## config.mk

```make
export PLATFORM = sky130hd
export DESIGN_NAME = comms_ctrl_mp
export DESIGN_NICKNAME = d
export VERILOG_FILES = /design/src/rtl/comms_ctrl_mp.sv
export SDC_FILE = /design/constraint.sdc
export NUM_CORES = 1
export LEC_CHECK = 0
export BUFFER_PORTS_ARGS = -buffer_cell sky130_fd_sc_hd__buf_2
export CAP_MARGIN = 10
export CELL_PAD_IN_SITES_DETAIL_PLACEMENT = 1
export CELL_PAD_IN_SITES_GLOBAL_PLACEMENT = 1
export CORE_MARGIN = 2
export CORE_UTILIZATION = 30
export DETAILED_ROUTE_END_ITERATION = 10
export PLACE_DENSITY = 0.77
export SLEW_MARGIN = 20
export SYNTH_ARGS = -nofsm -noshare
export SYNTH_HDL_FRONTEND = slang
export SYNTH_SLANG_ARGS = --single-unit
export TNS_END_PERCENT = 100
```

## constraint.sdc

```tcl
create_clock -name clk -period 5 [get_ports clk]
set_input_delay 1 -clock clk [delete_from_list [all_inputs] [get_ports clk]]
set_output_delay 1 -clock clk [all_outputs]
set_load 0.01 [all_outputs]
```

## src/rtl/comms_ctrl_mp.sv

```systemverilog
// Multi-port comms controller: round-robin rx/event arbitration, config packet decode,
// regmap access, FIFO routing with full-timeout, tx ready/valid port and saturating stats.
module comms_ctrl_mp #(
    parameter int unsigned WIDTH        = 64,
    parameter int unsigned NUM_PORTS    = 4,
    parameter int unsigned GLOBAL_ID    = 255,
    parameter int unsigned READ_LATENCY = 5,
    parameter int unsigned FIFO_TIMEOUT = 15,
    parameter logic [31:0] MAGIC_NUMBER = 32'h89504E47
) (
    input  logic                             clk,
    input  logic                             reset_n,
    input  logic [NUM_PORTS*(WIDTH-1)-1:0]   rx_data,
    input  logic [NUM_PORTS-1:0]             rx_data_flag,
    output logic [NUM_PORTS-1:0]             rx_ack,
    input  logic [WIDTH-2:0]                 event_data,
    input  logic                             event_valid,
    output logic                             event_ack,
    input  logic [7:0]                       chip_id,
    output logic [7:0]                       regmap_address,
    output logic [7:0]                       regmap_write_data,
    output logic                             write_regmap,
    output logic                             read_regmap,
    input  logic [7:0]                       regmap_read_data,
    output logic [WIDTH-2:0]                 fifo_data,
    output logic                             write_fifo_n,
    input  logic                             fifo_full,
    output logic [WIDTH-2:0]                 tx_config_data,
    output logic                             tx_config_valid,
    input  logic                             tx_config_ready,
    output logic [15:0]                      total_packets,
    output logic [15:0]                      bad_packets,
    output logic [15:0]                      dropped_packets,
    output logic                             comms_busy
);
    localparam int unsigned PW    = WIDTH - 1;
    localparam int unsigned PTR_W = (NUM_PORTS > 1) ? $clog2(NUM_PORTS) : 1;
    localparam int unsigned LAT_W = 4;
    localparam int unsigned TO_W  = 8;
    localparam logic [7:0]  GID   = 8'(GLOBAL_ID);
    localparam logic [1:0]  OP_INV  = 2'b00;
    localparam logic [1:0]  OP_DATA = 2'b01;
    localparam logic [1:0]  OP_WR   = 2'b10;

    typedef enum logic [2:0] {IDLE, CFG_WR, CFG_RD, TX_REPLY, TX_PASS, FIFO_WR, BAD} state_t;

    state_t               state_q, state_d;
    logic [PTR_W-1:0]     ptr_q, grant_idx, hi_idx, lo_idx;
    logic                 hi_any, rx_any;
    logic [PW-1:0]        rx_word, pkt_q, reply_word;
    logic [LAT_W-1:0]     lat_q;
    logic [TO_W-1:0]      wait_q;
    logic                 id_hit, magic_ok, pkt_global;
    logic [NUM_PORTS-1:0] rx_ack_q;
    logic                 event_ack_q, wr_q, rd_q, wfifo_n_q, tx_valid_q, busy_q;
    logic [7:0]           addr_q, wdata_q;
    logic [PW-1:0]        fifo_data_q, tx_data_q;
    logic [15:0]          total_q, bad_q, drop_q;

    function automatic logic [15:0] sat_inc(input logic [15:0] v);
        return (v == 16'hFFFF) ? v : v + 16'd1;
    endfunction

    // Round-robin: lowest flagged port at or above ptr, else lowest flagged port overall
    always_comb begin
        hi_any = 1'b0;
        rx_any = 1'b0;
        hi_idx = '0;
        lo_idx = '0;
        for (int i = NUM_PORTS - 1; i >= 0; i--) begin
            if (rx_data_flag[i]) begin
                rx_any = 1'b1;
                lo_idx = PTR_W'(i);
                if (i >= int'(ptr_q)) begin
                    hi_any = 1'b1;
                    hi_idx = PTR_W'(i);
                end
            end
        end
        grant_idx = hi_any ? hi_idx : lo_idx;
        rx_word   = '0;
        for (int i = 0; i < NUM_PORTS; i++) begin
            if (PTR_W'(i) == grant_idx) rx_word = rx_data[i*PW +: PW];
        end
    end

    assign id_hit     = (rx_word[9:2] == chip_id) || (rx_word[9:2] == GID);
    assign magic_ok   = (rx_word[57:26] == MAGIC_NUMBER);
    assign pkt_global = (pkt_q[9:2] == GID);

    always_comb begin
        reply_word        = pkt_q;
        reply_word[25:18] = regmap_read_data;
        reply_word[9:2]   = chip_id;
        reply_word[62]    = 1'b1;
    end

    always_comb begin
        state_d = state_q;
        case (state_q)
            IDLE: begin
                if (rx_any) begin
                    if (rx_word[1:0] == OP_INV)       state_d = BAD;
                    else if (rx_word[1:0] == OP_DATA) state_d = FIFO_WR;
                    else if (!magic_ok)               state_d = BAD;
                    else if (!id_hit)                 state_d = TX_PASS;
                    else if (rx_word[1:0] == OP_WR)   state_d = CFG_WR;
                    else                              state_d = CFG_RD;
                end else if (event_valid) begin
                    state_d = FIFO_WR;
                end
            end
            CFG_WR:   state_d = pkt_global ? TX_PASS : IDLE;
            CFG_RD:   if (lat_q == LAT_W'(READ_LATENCY - 1)) state_d = TX_REPLY;
            TX_REPLY: if (tx_config_ready) state_d = pkt_global ? TX_PASS : IDLE;
            TX_PASS:  if (tx_config_ready) state_d = IDLE;
            FIFO_WR:  if (!fifo_full || wait_q == TO_W'(FIFO_TIMEOUT - 1)) state_d = IDLE;
            BAD:      state_d = IDLE;
            default:  state_d = IDLE;
        endcase
    end

    // All strobes and data outputs are registered; the action is prepared on entry to each state
    always_ff @(posedge clk or negedge reset_n) begin
        if (!reset_n) begin
            state_q     <= IDLE;
            ptr_q       <= '0;
            pkt_q       <= '0;
            lat_q       <= '0;
            wait_q      <= '0;
            rx_ack_q    <= '0;
            event_ack_q <= 1'b0;
            wr_q        <= 1'b0;
            rd_q        <= 1'b0;
            addr_q      <= '0;
            wdata_q     <= '0;
            fifo_data_q <= '0;
            wfifo_n_q   <= 1'b1;
            tx_data_q   <= '0;
            tx_valid_q  <= 1'b0;
            total_q     <= '0;
            bad_q       <= '0;
            drop_q      <= '0;
            busy_q      <= 1'b0;
        end else begin
            state_q     <= state_d;
            busy_q      <= (state_d != IDLE);
            rx_ack_q    <= '0;
            event_ack_q <= 1'b0;
            wr_q        <= 1'b0;
            wfifo_n_q   <= 1'b1;
            case (state_q)
                IDLE: begin
                    if (rx_any) begin
                        pkt_q    <= rx_word;
                        rx_ack_q <= NUM_PORTS'(1) << grant_idx;
                        ptr_q    <= (32'(grant_idx) == NUM_PORTS - 1) ? '0 : grant_idx + PTR_W'(1);
                        if (state_d == CFG_WR) begin
                            wr_q    <= 1'b1;
                            addr_q  <= rx_word[17:10];
                            wdata_q <= rx_word[25:18];
                        end
                        if (state_d == CFG_RD) begin
                            rd_q   <= 1'b1;
                            addr_q <= rx_word[17:10];
                            lat_q  <= '0;
                        end
                        if (state_d == TX_PASS) begin
                            tx_data_q  <= rx_word;
                            tx_valid_q <= 1'b1;
                        end
                        if (state_d == FIFO_WR) begin
                            fifo_data_q <= rx_word;
                            wait_q      <= '0;
                        end
                    end else if (event_valid) begin
                        pkt_q       <= event_data;
                        event_ack_q <= 1'b1;
                        fifo_data_q <= event_data;
                        wait_q      <= '0;
                    end
                end
                CFG_WR: begin
                    if (state_d == TX_PASS) begin
                        tx_data_q  <= pkt_q;
                        tx_valid_q <= 1'b1;
                    end
                end
                CFG_RD: begin
                    lat_q <= lat_q + LAT_W'(1);
                    if (state_d == TX_REPLY) begin
                        rd_q       <= 1'b0;
                        tx_data_q  <= reply_word;
                        tx_valid_q <= 1'b1;
                    end
                end
                TX_REPLY: begin
                    if (tx_config_ready) begin
                        total_q <= sat_inc(total_q);
                        if (state_d == TX_PASS) tx_data_q  <= pkt_q;
                        else                    tx_valid_q <= 1'b0;
                    end
                end
                TX_PASS: begin
                    if (tx_config_ready) tx_valid_q <= 1'b0;
                end
                FIFO_WR: begin
                    if (!fifo_full) begin
                        wfifo_n_q <= 1'b0;
                        total_q   <= sat_inc(total_q);
                    end else if (state_d == IDLE) begin
                        drop_q <= sat_inc(drop_q);
                    end else begin
                        wait_q <= wait_q + TO_W'(1);
                    end
                end
                BAD:     bad_q <= sat_inc(bad_q);
                default: ;
            endcase
        end
    end

    assign rx_ack            = rx_ack_q;
    assign event_ack         = event_ack_q;
    assign regmap_address    = addr_q;
    assign regmap_write_data = wdata_q;
    assign write_regmap      = wr_q;
    assign read_regmap       = rd_q;
    assign fifo_data         = fifo_data_q;
    assign write_fifo_n      = wfifo_n_q;
    assign tx_config_data    = tx_data_q;
    assign tx_config_valid   = tx_valid_q;
    assign total_packets     = total_q;
    assign bad_packets       = bad_q;
    assign dropped_packets   = drop_q;
    assign comms_busy        = busy_q;

endmodule

```

==> flow_summary.ini, run 1 <==
[yosys]
yosysTopAreaCellShare = 0.4694
seq_area_frac_synth = 0.4711
syn_area_mm2 = 0.01487
synth_cell_types = 63
syn_inst = 1687
synthTopCellsByArea = dfrtp_1, nand2_1, o21ai_0
ys_warn_count = 0
yosysTopAreaCell = dfrtp_1
synth_most_common_cell = nand2_1
synth_common_cells = nand2_1, dfrtp_1, o21ai_0
synth_edf_count = 0
ys.flop_type = dfrtp_1
synth-async-reset-ratio = 1.000
ys_ff_latch = 280
synth.avg_cell_area_um2 = 8.817
synth_nets = 2038

[floorplan]
die_height_um = 226.7
core_area_mm2 = 0.04895
die_w_um = 226.7
die-area_mm2 = 0.05138
initial_core_util = 0.3039
rows = 81
ios = 540

[power_and_ir_drop]
p_seq_frac = 0.284
ir_worst_vdd_v = 0.0002428
p_leak_nw = 9.980
p_sw_w = 0.005358
internal_power_w = 0.007308
p_clk_frac = 0.212
switching_share = 0.4230
power_w = 0.01267
pwr_density_cell_mw_per_mm2 = 632.8
p_comb_frac = 0.503

[worst_setup_path]
reg2reg_slack_ns = 0.37
cp-start-kind = input port
cp-endpoint = tx_config_data[0]
crit_required_ns = 5.41
r2r_cells = 18
crit_fanout = 31
cp-end-kind = flip-flop
reg2reg_from = ptr_q[1]
crit_start = rx_data_flag[3]
timing.rr.end = tx_config_data[0]
crit_arrival_ns = 5.13
worstSetupPathType = in -> reg

[global_routing]
grt_pass1_wl_mm = 98.24
grt_max_degree = 128
grt_usage = 0.2550
grt_pass1_vias = 15840
overflow = 0
antenna_found_initial = 24

[clock_tree]
clk_pin_slew_ns = 0.06
cts_resized = 0
root_buffer = clkbuf_16
numCtsBuffers = 36
htree_levels = 2
cts.sinks = 280
clockBufferDepth = 3
cts_setup_buffers = 0
hold_buffers = 0
clock_latency_ns = 0.53
cts_tree = built

[routing]
met2WireLength_mm = 31.84
post_drt_wl_per_cell_um = 22.80
num_vias = 15260
top_layer_used = met5
drt-met1-wl_mm = 27.25
ant_nets = 0
wl_met3_mm = 5.192
totalWireLength_mm = 66.94
dr.pass1.iters = 4
vias_per_cell = 5.198
drcViolationCount = 0
drt-initial-drc-count = 917

[timing]
tns_ns = 0
final_hold_viol_count = 0
timing.hold.ws_ns = 0.4650
timing.final.max_slew_violations = 0
worst_slew_pin_slew_ns = 1.066
finalSetupViolCount = 0
final_period_minus_worst_setup_slack_ns = 4.720
finalCritPeriodShare = 0.9440
slew_headroom = 0.2892
fmax_mhz = 211.9
fin_skew_ns = 0.01356

[final_layout]
drive_gt1_frac = 0.3406
fin_util = 0.4089
nets = 2586
syn_to_final_growth_pct = 34.56
design_area_mm2 = 0.02001

[place]
numPortBuffers = 539
place.gp.congestion = 0.9417
place_area_mm2 = 0.01877
hpwl_mm = 51.77

[outcome]
status = complete, no violations

[hold_path]
hold_class = in -> async

[job]
drv_cap = 0
[worst max-delay path: stages]
cell and delay, ns:
buf_2 0.13, o21ai_0 0.13, o21ai_0 0.10, nor2_1 0.09, nor2_1 0.10, inv_1 0.14, ha_2 0.26, buf_4 0.20
buf_4 0.17, nand3b_1 0.11, a31oi_1 0.61, and3_1 0.30, nand4_1 0.12, nor4_2 0.15, buf_4 0.16, a21boi_1 0.24
o311ai_1 0.19, a21boi_4 0.24, buf_12 0.29, mux2_1 0.35
[stage by stage]
step / instances / setup WS [ns]
global route: 2933 / -0.001214
finish: 2936 / 0.2800
detailed placement: 2861 / -0.2889
global placement: 2861 / -0.2344
floorplan: 1687 / 0.4952
CTS: 2925 / 0.2685
[power by group through the flow]
stage	logic, W	clock network (W)	registers (W)
after CTS	0.00641	0.00275	0.00360
final	0.00638	0.00269	0.00360
after floorplan	0.00347	0	0.00374
after global routing	0.00700	0.00283	0.00370
after global placement	0.00620	0	0.00358
after detailed placement	0.00636	0	0.00362
[logic make-up (layout without fill, tap and decap cells)]
group | after synthesis | in the layout | share of synthesized area
adders and majority gates | 11 | 11 | 0.009253
buffers and inverters | 139 | 713 | 0.04088
DFF | 280 | 280 | 0.4711
and+or+nand+nor | 639 | 639 | 0.1865
AOI/OAI and AO/OA | 490 | 490 | 0.1899
xor gates and xnor gates | 56 | 56 | 0.03297
other | 0 | 11 | 0
muxes | 72 | 72 | 0.06931
[registers in the layout, summed over array words and instances, names as in the netlist, 2 cells and up]
signal,flops
ptr_q,2
bad_packets,16
tx_config_data,63
wait_q,8
regmap_address,8
pkt_q,63
regmap_write_data,8
lat_q,4
total_packets,16
fifo_data,63
rx_ack,4
state_q,3
dropped_packets,16
[worst min path at each step]
stage | to
finish | fifo_data[58]
global placement | fifo_data[58]
CTS | regmap_address[1]
global route | bad_packets[12]
detailed placement | regmap_address[1]
floorplan | pkt_q[0]
[cell usage in the layout, fill, tap and decap left out, drive strengths merged, types with 4 or more instances in the layout]
cell type  Yosys  routed
a21oi        126     126
a221oi         5       5
a22oi         11      11
a31oi          9       9
and2           7       7
and3          12      12
buf           35     628
bufinv         0       4
clkbuf        83      53
clkinv         0       6
dfrtp        279     279
diode          0      11
ha            11      11
inv           21      21
mux2          68      68
mux2i          4       4
nand2        361     361
nand2b         8       8
nand3         30      30
nand3b         9       9
nand4         20      20
nor2         141     141
nor2b          7       7
nor3          10      10
nor4          12      12
o211ai        31      31
o21a           9       9
o21ai        231     231
o221ai        29      29
o22ai         17      17
or3            4       4
xnor2         38      38
xor2          18      18
[area by class of cell]
cell class                 instances  area (um^2)
fill                            5881        28940
multi-input combinational       1268         7342
sequential                       280         7008
timing repair buffer             628         3513
clock buffer                      53         1056
tap                              664        830.8
clock inverter                    11        157.7
inverter                          21        78.83
antenna                           11        27.53
[layer usage]
| metal | vias up | track usage |
|---|---|---|
| li1 | 6991 | - |
| met1 | 7556 | 0.3161 |
| met2 | 545 | 0.4188 |
| met3 | 153 | 0.06946 |
| met4 | 16 | 0.1040 |
| met5 | - | 0 |
Note: power is estimated with default switching activity, not from simulation.
==> run 2, diff against run 1 <==
Settings changed: HOLD_SLACK_MARGIN set to 0.05, PLACE_DENSITY 0.77 to 0.8.
Clock period 5 ns to 4.3 ns, I/O delays scaled along.
==> run 2 against run 1 <==
Highest routed layer unchanged. Setup slack worse by 0.38 ns. Non-clock buffer count up 94. Largest power group unchanged. Combinational power up 37%. The flow now finishes with violations (negative setup slack). Hold slack worse by 0.12 ns. Count of clock-buffer cells in the layout down 6. Die area unchanged. Largest cell class unchanged.
==> flow_summary.ini, run 2 (synthesis results as in run 1) <==
[routing]
drt-initial-drc-count = 1213
ant_nets = 0
drcViolationCount = 0
num_vias = 15820
totalWireLength_mm = 70.56
post_drt_wl_per_cell_um = 23.26
dr.pass1.iters = 5
vias_per_cell = 5.213

[timing]
finalSetupViolCount = 70
setup_slack_ns = -0.1034
final_hold_viol_count = 0
final_period_minus_worst_setup_slack_ns = 4.403
worst_slew_pin_slew_ns = 1.129
fmax_mhz = 227.1
timing.hold.ws_ns = 0.3483
finalCritPeriodShare = 1.024
rsz0062_at_grt = yes
slew_headroom = 0.2410
fin_skew_ns = 0.02370
timing.final.max_slew_violations = 0

[global_routing]
antenna_found_initial = 14
grt_usage = 0.2629
overflow = 0
grt_pass1_wl_mm = 101.5
grt_max_degree = 106
grt_pass1_vias = 16270

[place]
hpwl_mm = 53.14
place.gp.congestion = 0.9263
pre_cts_slack_ns = -0.7870
place_area_mm2 = 0.01929
place_inst = 2928
numPortBuffers = 539

[worst_setup_path]
reg2reg_slack_ns = -0.10
worstSetupPathType = reg -> reg
crit_arrival_ns = 4.82
cp-end-kind = flip-flop
crit_start = ptr_q[1]
timing.rr.end = tx_config_data[1]
cp-start-kind = flip-flop
crit_required_ns = 4.72
r2r_cells = 21
cp-endpoint = tx_config_data[1]
crit_fanout = 8
reg2reg_from = ptr_q[1]

[clock_tree]
numCtsBuffers = 35
clockBufferDepth = 3
root_buffer = clkbuf_16
hold_buffers = 0
cts.sinks = 280
cts_tree = built
clk_pin_slew_ns = 0.06
htree_levels = 2
clock_latency_ns = 0.55

[job]
drv_cap = 0

[floorplan]
rows = 81
die-area_mm2 = 0.05138
die_height_um = 226.7
core_area_mm2 = 0.04895
die_w_um = 226.7
ios = 540
initial_core_util = 0.3039

[power_and_ir_drop]
p_leak_nw = 10.60
power_w = 0.01612
pwr_density_cell_mw_per_mm2 = 756.7
ir_worst_vdd_v = 0.0003035

[final_layout]
drive_gt1_frac = 0.3881
fill_cells = 5899
finalNonFillerCells = 3034
multiInputGateArea_mm2 = 0.007690
syn_to_final_growth_pct = 43.25
ff_latch_area_mm2 = 0.007009
design_area_mm2 = 0.02131
nets = 2679
final_common_cell = buf_2
layout_common_cells = buf_2, nand2_1, dfrtp_1, o21ai_0, buf_4

[outcome]
violations = negative setup slack
status = finished, violations left

[hold_path]
hold_class = in -> async
## run 2: cell types whose count changed in the layout (fill, tap and decap cells not counted), moves of 5 or more
cell      before  now
nor2_1       139  134
o221ai_1      29   12
o221ai_2       0   16
buf_4         78  146
buf_6          0   17
## run 2: cell type report
| class | count | share of cell area |
|---|---|---|
| flip-flops and latches | 280 | 0.3289 |
| multi-input cells | 1268 | 0.3609 |
| inverters | 21 | 0.003817 |
| well taps | 664 | 0.03899 |
| diodes | 15 | 0.001762 |
| clock inverters | 17 | 0.01086 |
| repair buffers | 722 | 0.2082 |
| clock buffers | 47 | 0.04656 |
## run 2: timing repair
action	CTS	global route
buffers inserted	7	14
endpoints found under the setup margin	106	132
endpoints found under the hold margin	0	0
pin swaps	7	17
resized for setup	44	45
cloned	1	5
## run 2: worst min path at each step
stage / from / end / slack, ns / cells past startpoint
2_1_floorplan: pkt_q[0] / pkt_q[0] / 0.45 / 2
3_3_place_gp: fifo_data[54] / fifo_data[54] / 0.46 / 2
3_5_place_dp: fifo_data[41] / fifo_data[41] / 0.47 / 2
4_1_cts: reset_n / event_ack / 0.39 / 1
5_1_grt: reset_n / event_ack / 0.40 / 1
6_report: reset_n / event_ack / 0.35 / 1
## run 2: stage by stage
stage               utilization  setup TNS [ns]
floorplan                     -               0
global placement         0.3940          -59.17
detailed placement       0.3940          -83.14
CTS                      0.4262        -0.08760
global route             0.4350          -21.76
finish                   0.4353          -4.493
## run 2: power by group
group	switching, W	leakage (nW)	internal (W)	total (W)
clock	0.00124	0.604	0.00193	0.00317
combinational	0.00488	6.38	0.00387	0.00875
sequential	0.000635	3.62	0.00356	0.00420
total	0.00676	10.6	0.00936	0.0161
## run 2: worst max-delay path, cell delays in order (launching register included)
cell and delay (ns):
dfrtp_1 0.42, mux2i_1 0.28, nand2_1 0.11, o21ai_2 0.10, a31oi_4 0.07, inv_2 0.12
buf_6 0.11, ha_4 0.21, nand2_2 0.06, o211ai_1 0.18, o221ai_1 0.15, buf_4 0.17
or4_1 0.52, or4_4 0.47, nor3_4 0.20, a21o_2 0.17, inv_2 0.06, o311ai_4 0.08
a21boi_4 0.11, buf_12 0.18, clkbuf_16 0.18, mux2_4 0.30
## run 2: layer usage
metal	track usage	wire length [um]	up-vias
met4	0.1205	3241	6
met1	0.3315	28980	7888
met2	0.4336	33660	579
met3	0.05196	4649	152
li1	-	-	7192
met5	0	37	-
